==> config.mk <==
export PLATFORM = sky130hd
export DESIGN_NAME = game_cmd_encoder
export DESIGN_NICKNAME = d
export VERILOG_FILES = /design/src/rtl/game_cmd_encoder.sv
export SDC_FILE = /design/constraint.sdc
export NUM_CORES = 1
export LEC_CHECK = 0
export BUFFER_PORTS_ARGS = -buffer_cell sky130_fd_sc_hd__clkbuf_2
export CAP_MARGIN = 5
export CORE_MARGIN = 2
export CORE_UTILIZATION = 62
export DETAILED_ROUTE_END_ITERATION = 8
export PLACE_DENSITY = 0.86
export SLEW_MARGIN = 20
export SYNTH_ARGS = -nofsm -noshare
export SYNTH_HDL_FRONTEND = slang
export SYNTH_SLANG_ARGS = --single-unit
==> constraint.sdc <==
create_clock -name clk -period 3.25 [get_ports clk]
set_clock_uncertainty 0.05 [all_clocks]
set_input_delay 0.4875 -clock clk [delete_from_list [all_inputs] [get_ports clk]]
set_output_delay 0.4875 -clock clk [all_outputs]
set_load 0.05 [all_outputs]
==> src/rtl/game_cmd_encoder.sv <==
// game_cmd_encoder
//   Turns three raw pushbuttons into game commands for the game FSM.
//   Each button goes through a 2-flop synchronizer, a debounce down-counter
//   and a rising-edge detector. Press events are then arbitrated
//   (reset > pause > start), checked against the registered game state and
//   the busy flag, and issued as registered command outputs.
//
// Ports
//   clk         system clock, all state changes on its rising edge
//   reset_n     asynchronous active-low reset
//   btn_start   raw start button, active-high, asynchronous
//   btn_pause   raw pause button, active-high, asynchronous
//   btn_reset   raw reset button, active-high, asynchronous
//   state_code  game state: 000 START, 001 PLAYING, 010 PAUSE, 011 RESET,
//               100 GAMEOVER, 101..111 invalid
//   startGame   one-cycle start command pulse
//   pauseGame   pause request level
//   resetGame   one-cycle game-reset command pulse
//   busy        high while an issued command awaits a state_code change
//   cmd_drop    one-cycle pulse when a press is ignored
//
// Command FSM states
//   state  | meaning
//   S_IDLE | no command outstanding, presses may be accepted
//   S_WAIT | command issued, waiting for state_code to move or timeout
module game_cmd_encoder #(
  parameter int DB_CYCLES   = 250000,
  parameter int ACK_TIMEOUT = 15
) (
  input  logic       clk,
  input  logic       reset_n,
  input  logic       btn_start,
  input  logic       btn_pause,
  input  logic       btn_reset,
  input  logic [2:0] state_code,
  output logic       startGame,
  output logic       pauseGame,
  output logic       resetGame,
  output logic       busy,
  output logic       cmd_drop
);

  localparam int DBW = 20;
  localparam int ATW = 8;
  localparam logic [DBW-1:0] DB_LOAD  = DBW'(DB_CYCLES - 1);
  localparam logic [DBW-1:0] DB_ONE   = DBW'(1);
  localparam logic [ATW-1:0] ACK_LOAD = ATW'(ACK_TIMEOUT);
  localparam logic [ATW-1:0] ACK_ONE  = ATW'(1);

  localparam int B_START = 0;
  localparam int B_PAUSE = 1;
  localparam int B_RESET = 2;

  typedef enum logic {S_IDLE, S_WAIT} cmd_state_t;

  logic [2:0]     btn_raw;
  logic [2:0]     sync1, sync2;
  logic [2:0]     db_lvl, db_dly;
  logic [2:0]     armed;
  logic [2:0]     press;
  logic [1:0]     warm;
  logic [DBW-1:0] db_left [3];

  cmd_state_t     state, state_nxt;
  logic [2:0]     sc_q, sc_lat, sc_lat_nxt;
  logic [ATW-1:0] ack_left, ack_left_nxt;
  logic           start_nxt, pause_nxt, reset_nxt, drop_nxt;
  logic           accept;
  logic           sc_run, sc_idle;

  assign btn_raw = {btn_reset, btn_pause, btn_start};

  // Button front end. db_left is a down-counter of remaining mismatch
  // cycles; zero means no mismatch run is in progress.
  // armed blocks press events until a button has been seen released after
  // reset (warm marks when sync2 first carries real input), so a button
  // held through reset must be let go and pressed again.
  always_ff @(posedge clk or negedge reset_n) begin
    if (!reset_n) begin
      sync1  <= '0;
      sync2  <= '0;
      warm   <= '0;
      db_lvl <= '0;
      db_dly <= '0;
      armed  <= '0;
      press  <= '0;
      for (int i = 0; i < 3; i++) db_left[i] <= '0;
    end else begin
      sync1  <= btn_raw;
      sync2  <= sync1;
      warm   <= {warm[0], 1'b1};
      db_dly <= db_lvl;
      press  <= db_lvl & ~db_dly & armed;
      for (int i = 0; i < 3; i++) begin
        if (sync2[i] == db_lvl[i]) begin
          db_left[i] <= '0;
        end else if (db_left[i] == '0) begin
          if (DB_CYCLES == 1) db_lvl[i] <= ~db_lvl[i];
          else                db_left[i] <= DB_LOAD;
        end else if (db_left[i] == DB_ONE) begin
          db_lvl[i]  <= ~db_lvl[i];
          db_left[i] <= '0;
        end else begin
          db_left[i] <= db_left[i] - DB_ONE;
        end
        if (warm[1] && !sync2[i] && !db_lvl[i]) armed[i] <= 1'b1;
      end
    end
  end

  // state_code is updated by the game FSM on the falling edge, so it is
  // registered once before any decision uses it.
  assign sc_run  = (sc_q == 3'b001) || (sc_q == 3'b010);
  assign sc_idle = (sc_q == 3'b000) || (sc_q == 3'b011) || (sc_q == 3'b100);

  always_comb begin
    state_nxt    = state;
    sc_lat_nxt   = sc_lat;
    ack_left_nxt = ack_left;
    start_nxt    = 1'b0;
    reset_nxt    = 1'b0;
    drop_nxt     = 1'b0;
    pause_nxt    = pauseGame;
    accept       = 1'b0;

    // Only the highest-priority press is considered; the rest are dropped.
    if (press[B_RESET]) begin
      if (press[B_PAUSE] || press[B_START]) drop_nxt = 1'b1;
      if (state == S_IDLE && sc_run) begin
        reset_nxt = 1'b1;
        pause_nxt = 1'b0;
        accept    = 1'b1;
      end else begin
        drop_nxt = 1'b1;
      end
    end else if (press[B_PAUSE]) begin
      if (press[B_START]) drop_nxt = 1'b1;
      if (state == S_IDLE && sc_run) begin
        pause_nxt = ~pauseGame;
        accept    = 1'b1;
      end else begin
        drop_nxt = 1'b1;
      end
    end else if (press[B_START]) begin
      if (state == S_IDLE && sc_idle) begin
        start_nxt = 1'b1;
        accept    = 1'b1;
      end else begin
        drop_nxt = 1'b1;
      end
    end

    if (!sc_run) pause_nxt = 1'b0;

    case (state)
      S_IDLE: begin
        if (accept) begin
          state_nxt    = S_WAIT;
          sc_lat_nxt   = sc_q;
          ack_left_nxt = ACK_LOAD;
        end
      end
      S_WAIT: begin
        // A timeout simply gives up; the command is not reissued.
        if (sc_q != sc_lat || ack_left == ACK_ONE) begin
          state_nxt    = S_IDLE;
          ack_left_nxt = '0;
        end else begin
          ack_left_nxt = ack_left - ACK_ONE;
        end
      end
      default: state_nxt = S_IDLE;
    endcase
  end

  always_ff @(posedge clk or negedge reset_n) begin
    if (!reset_n) begin
      state     <= S_IDLE;
      sc_q      <= '0;
      sc_lat    <= '0;
      ack_left  <= '0;
      startGame <= 1'b0;
      pauseGame <= 1'b0;
      resetGame <= 1'b0;
      cmd_drop  <= 1'b0;
    end else begin
      state     <= state_nxt;
      sc_q      <= state_code;
      sc_lat    <= sc_lat_nxt;
      ack_left  <= ack_left_nxt;
      startGame <= start_nxt;
      pauseGame <= pause_nxt;
      resetGame <= reset_nxt;
      cmd_drop  <= drop_nxt;
    end
  end

  assign busy = (state == S_WAIT);

endmodule

Yosys cells after proc, flatten, opt, wreduce, memory -nomap -nowiden --
Index checks and enable logic that the tools add are counted.
Word-level totals: register bits after elaboration 99, bits in latches 0, memory bits (writable) 0, bits in read-only memories 0, input port bits 8, output and inout port bits 5, logic and storage cells 119, memories 0
Cells by class: add/sub/neg operators 4, $mul 0, divide/modulo/power cells 0, order comparisons 0, equality and inequality tests 15, shift operators 0, multiplexer cells 36, bitwise operators 14, reduce and logical (&&, ||, !) cells 28
Operators by type and width (count):
- 20-bit 2-to-1 mux | 9
- 20-bit by 1-bit equality test with 1-bit output, second input constant | 3
- 20-bit logical NOT | 3
- 20-bit by 1-bit subtractor with 20-bit output, second input constant | 3
- 1-bit 2-to-1 mux | 23
- 8-bit 2-to-1 mux | 2
- 8-bit one-hot mux with 2 select lines | 1
- 1-bit NOT | 11
- 3-bit AND reduction | 3
- 8-bit by 1-bit equality test with 1-bit output, second input constant | 1
- 1-bit logical AND | 8
- 8-bit by 1-bit subtractor with 8-bit output, second input constant | 1
- 3-bit bitwise AND | 2
- 3-bit by 2-bit equality test with 1-bit output, second input constant | 2
- 1-bit logical NOT | 6
- 1-bit logical OR | 5
- 2-bit AND reduction | 2
- 1-bit equality test | 3
- 3-bit by 1-bit equality test with 1-bit output, second input constant | 1
- 3-bit equality test, second input constant | 1
- 3-bit logical NOT | 1
- 3-bit != test | 1
- 3-bit != test, second input constant | 1
- 3-bit NOT | 1
- other kinds (3) | 3

Depth between registers and ports, before layout --
Gate-level depths: netlist (run 1).
word-level depth 10, mapped depth 7, mapped depth without buffers 6

Worst setup path after synthesis (run 1) --
No wires, ideal clock.
path type register to register, from register db_left[20] (netlist bit), to register db_left[37] (netlist bit), setup time 84 ps, arrival 2145 ps, required time 3116 ps, path slack 971 ps, stages on the path, launching flop included 7, clock period less this slack 2279 ps, cells stage by stage dfrtp_1 -> or4_1 -> buf_2 -> or3b_1 -> clkbuf_2 -> or4_1 -> a31oi_1
On the way: word-level cells in the longest chain between the ends 4
RTL lines:
- start, declared | line 62 | logic [DBW-1:0] db_left [3];
- start signal, assigned by index | line 104 | db_left[i] <= db_left[i] - DB_ONE;
- 20-bit by 1-bit subtractor with 20-bit output / 20-bit by 1-bit equality test with 1-bit output (equally long branches) | line 104, 100
- 20-bit 2-to-1 mux | line 100 | end else if (db_left[i] == DB_ONE) begin
- 20-bit 2-to-1 mux * | line 97 | end else if (db_left[i] == '0) begin
- 20-bit 2-to-1 mux * | line 95 | if (sync2[i] == db_lvl[i]) begin
Mark *: on every way between the ends. The rest lies on a longest branch, timed or not. A chain may end at the register's enable or synchronous reset.

Worst setup path after layout (run 1) --
from register db_left[20] (netlist bit), to register db_left[20] (netlist bit)
The elaborated chain is that of the path after synthesis.

==> results of run 1 <==
-- area by class of cell --
cell class / instances / area [um2] / share of cell area
tap: 99 / 124 / 0.0244
timing repair buffer: 17 / 100 / 0.0197
clock inverter: 4 / 47.5 / 0.00935
clock buffer: 12 / 165 / 0.0325
multi-input combinational: 322 / 2130 / 0.418
inverter: 12 / 45.0 / 0.00886
sequential: 99 / 2480 / 0.487
-- registers in the layout, indices dropped and copies added (netlist names) --
signal,cells
cmd_drop,1
db_left,60
db_dly,3
armed,3
ack_left,8
sc_q,3
warm,2
sc_lat,3
busy,1
sync2,3
startGame,1
sync1,3
pauseGame,1
press,3
db_lvl,3
resetGame,1
-- routing by layer --
layer  global-route usage  vias up
li1                     -     1672
met1                0.304     1728
met2                0.395       82
met3               0.0639       13
met4               0.0720        0
met5                    0        -
-- worst max-delay path: cells and delay by family, from the launching register on --
kind | cells | cell delay (ns)
DFF | 1 | 0.43
AOI/OAI and AO/OA | 2 | 0.66
and+or+nand+nor | 2 | 1.03
adders and majority gates | 1 | 0.24
buffers and inverters | 1 | 0.06
-- path summary, 6_finish.rpt --
| path | from | end | slack [ns] | depth (start not counted) |
|---|---|---|---|---|
| worst max-delay path | db_left[20] | db_left[20] | 0.63 | 6 |
| worst min-delay path | reset_n | db_left[39] | 0.14 | 1 |
| min in group clk | btn_pause | sync1[1] | 0.17 | 1 |
| max in group asynchronous | reset_n | db_left[14] | 2.26 | 2 |
| worst max register to register | db_left[20] | db_left[20] | 0.63 | 6 |
| worst min register to register | sync1[0] | sync2[0] | 0.32 | 0 |
-- cells by family (layout without fill, tap and decap cells) --
family,after synthesis,count (layout),share of synthesized area
AOI/OAI and AO/OA,86,86,0.128
xor gates and xnor gates,36,36,0.0670
adders and majority gates,8,8,0.0213
buffers and inverters,27,45,0.0221
DFF,99,99,0.526
muxes,6,6,0.0144
other,1,1,0.000797
and+or+nand+nor,185,185,0.220
-- cell usage in the layout (no fill, tap or decap), drive strengths merged, types with 13 or more instances in the layout --
cell type	synthesis	routed
dfrtp	99	99
clkbuf	13	23
nand2	17	17
or3	15	15
a21oi	26	26
nor2	50	50
xor2	19	19
o31ai	16	16
nor3	13	13
xnor2	17	17
or4	22	22
-- power groups by stage --
stage	combinational (mW)	clock, mW	sequential, mW
6_report	2.28	0.826	2.03
4_1_cts	2.28	0.836	2.02
3_5_place_dp	2.24	0	2.03
2_1_floorplan	1.79	0	1.96
5_1_grt	2.56	0.900	2.09
3_3_place_gp	2.13	0	2.00
-- metrics by stage --
| step | hold slack, ns | area, um2 |
|---|---|---|
| after floorplan | 0.142 | 4710 |
| after global placement | 0.282 | 4870 |
| after detailed placement | 0.302 | 4870 |
| after CTS | 0.159 | 5080 |
| after global routing | 0.148 | 5080 |
| final | 0.139 | 5080 |
==> run_results.csv, run 1 <==
group,metric,value,unit
drt,routedWlPerCell,15.8,um
clock_tree,root_buffer,"clkbuf_8",
floorplan,die_w,91.1,um
floorplan,boundaryPins,13,
yosys,yosys-top-cells-area,"dfrtp_1 53%, nor2_1 4.0%, xor2_1 3.5%",
clock_tree,clk-insertion-delay-late,0.37,ns
power_and_ir_drop,p_int,2.94,mW
clock_tree,cts.clk_slew.worst_paths,0.09,ns
sta,relSlewSlack,0.464,
flow_run,maxCapViolations,0,
sta,worst_pin_slew,0.803,ns
power_and_ir_drop,clkPwrFrac,0.161,
global_route,antenna_found_initial,0,
drt,drtIter0Drc,174,
yosys,synth.avg_cell_area,10.5,um2
sta,final_max_slew_viol_count,0,
setup_path,cp_data_arrival_time,2.79,ns
setup_path,worstPathMaxFanout,9,
power_and_ir_drop,p_sw,2.19,mW
finish,area_growth_syn_to_layout,8.03,%
drt,viasPerCell,6.19,
clock_tree,cts_setup_buffers,0,
sta,rsz0062_at_grt,"no",
sta,final-hold-violation-count,0,
global_route,grt_pass1_wl,15.9,mm
sta,post-route-min-period,2.62,ns
power_and_ir_drop,power,5.13,mW
setup_path,critical_path_class,"register to register",
finish,drive_above_1_share,0.114,
drt,drtPass1Iterations,4,
power_and_ir_drop,p_per_area,1010,nW/um2
yosys,synth.most_common_cell,"dfrtp_1",
power_and_ir_drop,ir_drop,507,uV
placed_design,hpwl,6.07,mm
finish,num_antenna_cells,0,
placed_design,pre_cts_slack,0.727,ns
outcome,status,"finished, final reports clean",
clock_tree,postCtsHoldBufs,0,
clock_tree,cts_resized,0,
power_and_ir_drop,swShare,0.426,
finish,fillCellCount,540,
drt,via_count,3495,
drt,top_layer_used,"met4",
clock_tree,cts_tree,"built",
power_and_ir_drop,p_leak,2.21,nW
sta,setup_ws,0.629,ns
clock_tree,numCtsBuffers,9,
finish,final_util,0.697,
sta,setup_tns,0,ns
finish,finalNonFillerCells,565,
finish,final_nets,477,
yosys,postSynthCellCount,448,
clock_tree,cts.htree.levels,3,
setup_path,startpoint_type,"register",
setup_path,cpPeakStageDelay,0.67,ns
drt,route.met3.wl,333,um
global_route,grt_pass1_vias,3409,
floorplan,num_rows,31,
yosys,ys_warn_count,0,
yosys,synth_nets,464,
placed_design,dp.cells,549,
yosys,synth_cell_type_count,53,
sta,setup_viol,0,
floorplan,die_h,91.1,um
setup_path,cpMaxStageDelayCell,"or4b_2",
global_route,grt_max_degree,67,
yosys,yosysTopAreaCell,"dfrtp_1",
yosys,ys_seq_area_frac,0.526,
placed_design,gp_congestion,0.796,
yosys,synthArstFlopShare,1.00,
setup_path,worstPathRequired,3.42,ns
drt,wl_met2,4.52,mm
floorplan,start_util,0.646,
drt,drc,0,
setup_path,endpoint_kind,"register",
drt,ant_nets,0,
setup_path,path_cells,"inv_1, ha_1, or4b_2, or3_1, o21ai_1, a21oi_1",
yosys,synth.top_cell.area_share,0.526,
sta,period_share,0.806,
placed_design,io_buffers,12,
floorplan,dieArea,8300,um2
global_route,gr-total-overflow,0,
yosys,synth_edf_count,0,
global_route,grt.total_usage,0.237,
clock_tree,clk_path_buf_depth,2,
clock_tree,cts_sinks,99,
yosys,synth.ff_latch_count,99,
sta,max_clock_freq,382,MHz
power_and_ir_drop,power_frac_comb,0.444,
power_and_ir_drop,seq_power_share,0.395,
yosys,synth_common_cells,"99 x dfrtp_1, 50 x nor2_1, 26 x a21oi_1",
drt,routed_wl,8.93,mm
yosys,synth_area,4710,um2
yosys,synth_flop_cell,"dfrtp_1",
floorplan,core,7290,um2
drt,met1_length,3.94,mm
hold_path,worstHoldPathType,"input port to asynchronous set/reset pin",
Power figures use the tool's default switching activity.
==> run 2, diff against run 1 <==
clock period = 2.6 ns   (was 3.25 ns; I/O delays follow)
==> run 2 against run 1 <==
  * Total power rose by 25%
  * Fmax rose by 8.6%
  * Clock power rose by 14%
  * Core utilization rose by 0.50 points
  * Largest power group unchanged
  * Non-clock buffer count rose by 7
  * Sequential share of layout area fell by 0.35 points
  * Largest cell class unchanged
==> run_results.csv, run 2 (synthesized netlist as in run 1, its figures left out) <==
group,metric,value,unit
outcome,status,"finished, final reports clean",
finish,largest_reg_flops,60,
finish,final_cell_mix,"99 x dfrtp_1, 50 x nor2_1, 26 x a21oi_1",
setup_path,crit_family,"simple AND/OR/NAND/NOR gates",
setup_path,reg2reg_to,"db_lvl[2]",
global_route,antenna_found_initial,0,
setup_path,critPathBufInv,0,
hold_path,worstHoldPathType,"input port to asynchronous set/reset pin",
finish,final_cell_area,5120,um2
floorplan,num_rows,31,
setup_path,timing.critical_path.to,"db_lvl[2]",
floorplan,dieArea,8300,um2
floorplan,boundaryPins,13,
finish,area_growth_syn_to_layout,8.80,%
finish,multi_input_area,2130,um2
setup_path,worstPathRequired,2.80,ns
sta,period_share,0.928,
finish,final_util,0.702,
clock_tree,cts.clk_slew.worst_paths,0.10,ns
clock_tree,cts_setup_buffers,0,
sta,max_clock_freq,414,MHz
setup_path,r2r_slack,0.19,ns
sta,final-hold-violation-count,0,
setup_path,endpoint_kind,"register",
finish,final_nets,484,
drt,drtIter0Drc,148,
drt,drc,0,
sta,whs,0.0750,ns
placed_design,hpwl,5.95,mm
finish,max_flop_register,"db_left",
power_and_ir_drop,p_per_area,1250,nW/um2
sta,rsz0062_at_grt,"no",
setup_path,worstPathMaxFanout,5,
drt,routedWlPerCell,15.2,um
clock_tree,cts_sinks,99,
clock_tree,cts.htree.levels,3,
drt,drtPass1Iterations,4,
floorplan,die_w,91.1,um
setup_path,cp_num_cells,4,
setup_path,crit_top_cell,"or4_1",
clock_tree,clk-insertion-delay-late,0.36,ns
clock_tree,numCtsBuffers,9,
power_and_ir_drop,power,6.41,mW
clock_tree,root_buffer,"clkbuf_8",
drt,viasPerCell,6.07,
clock_tree,clk_path_buf_depth,2,
setup_path,r2r_cells,4,
power_and_ir_drop,ir_drop,551,uV
global_route,grt.total_usage,0.225,
placed_design,io_buffers,12,
finish,seq_area,2480,um2
finish,drive_above_1_share,0.121,
sta,post-route-min-period,2.41,ns
setup_path,cpMaxStageDelayCell,"or4_1",
global_route,grt_pass1_wl,15.3,mm
sta,worst_pin_slew,0.803,ns
floorplan,die_h,91.1,um
flow_run,maxCapViolations,0,
setup_path,r2r_start,"db_left[16]",
global_route,gr-total-overflow,0,
sta,relSlewSlack,0.465,
clock_tree,postCtsHoldBufs,0,
sta,setup_tns,0,ns
global_route,grt_pass1_vias,3370,
sta,final_max_slew_viol_count,0,
placed_design,gp_congestion,0.844,
clock_tree,cts_resized,0,
clock_tree,cts_tree,"built",
setup_path,path_cells,"or4_1, or4_1, nor4_1, mux2_2",
floorplan,start_util,0.646,
power_and_ir_drop,p_leak,2.22,nW
drt,routed_wl,8.68,mm
finish,reg_top3,"db_left x60, ack_left x8",
finish,fillCellCount,534,
setup_path,startpoint_type,"register",
sta,setup_viol,0,
drt,via_count,3468,
global_route,grt_max_degree,65,
setup_path,cpPeakStageDelay,0.61,ns
floorplan,core,7290,um2
placed_design,placed_area,4940,um2
setup_path,critical_path_class,"register to register",
setup_path,critPathLaunch,"db_left[16]",
drt,ant_nets,0,
finish,num_antenna_cells,0,
setup_path,cp_data_arrival_time,2.61,ns
finish,final_common_cell,"dfrtp_1",
run 2: changes by cell type in the layout (fill, tap and decap cells not counted):
| cell | before | now |
|---|---|---|
| clkinv_2 | 2 | 0 |
| buf_4 | 6 | 12 |
| clkbuf_8 | 12 | 9 |
| clkinvlp_4 | 1 | 3 |
| clkbuf_1 | 0 | 2 |
| buf_12 | 0 | 1 |
run 2: layout make-up:
cell class / instances / area share
Timing Repair Buffer: 24 / 0.0323
Clock buffer: 11 / 0.0257
Tap cell: 99 / 0.0242
Sequential cell: 99 / 0.484
Multi-Input combinational cell: 322 / 0.415
Inverter: 12 / 0.00880
Clock inverter: 4 / 0.0103
run 2: how the worst min path moves through the flow:
stage / start / endpoint / slack [ns] / depth (start not counted)
floorplan: reset_n / ack_left[0] / 0.04 / 0
global placement: warm[0] / warm[1] / 0.28 / 0
detailed placement: sync1[1] / sync2[1] / 0.29 / 0
CTS: state_code[0] / sc_q[0] / 0.07 / 1
global route: state_code[0] / sc_q[0] / 0.06 / 1
finish: reset_n / db_left[21] / 0.08 / 1
run 2: report_power, final:
part / switching (mW) / internal, mW
Sequential: 0.519 / 2.01
Clock: 0.502 / 0.441
Combinational: 1.70 / 1.24
run 2: metal layers:
metal  track usage  up-vias  share of wire
met4         0.102        0          0.017
li1              -     1685              -
met5             0        -              0
met3        0.0373       13          0.029
met1         0.301     1716           0.47
met2         0.362       54           0.49
run 2: through the flow:
stage          worst slack, ns  cells
2_1_floorplan            0.321    448
3_3_place_gp             0.304    556
3_5_place_dp             0.219    556
4_1_cts                  0.185    571
5_1_grt                 0.0863    571
6_report                 0.187    571
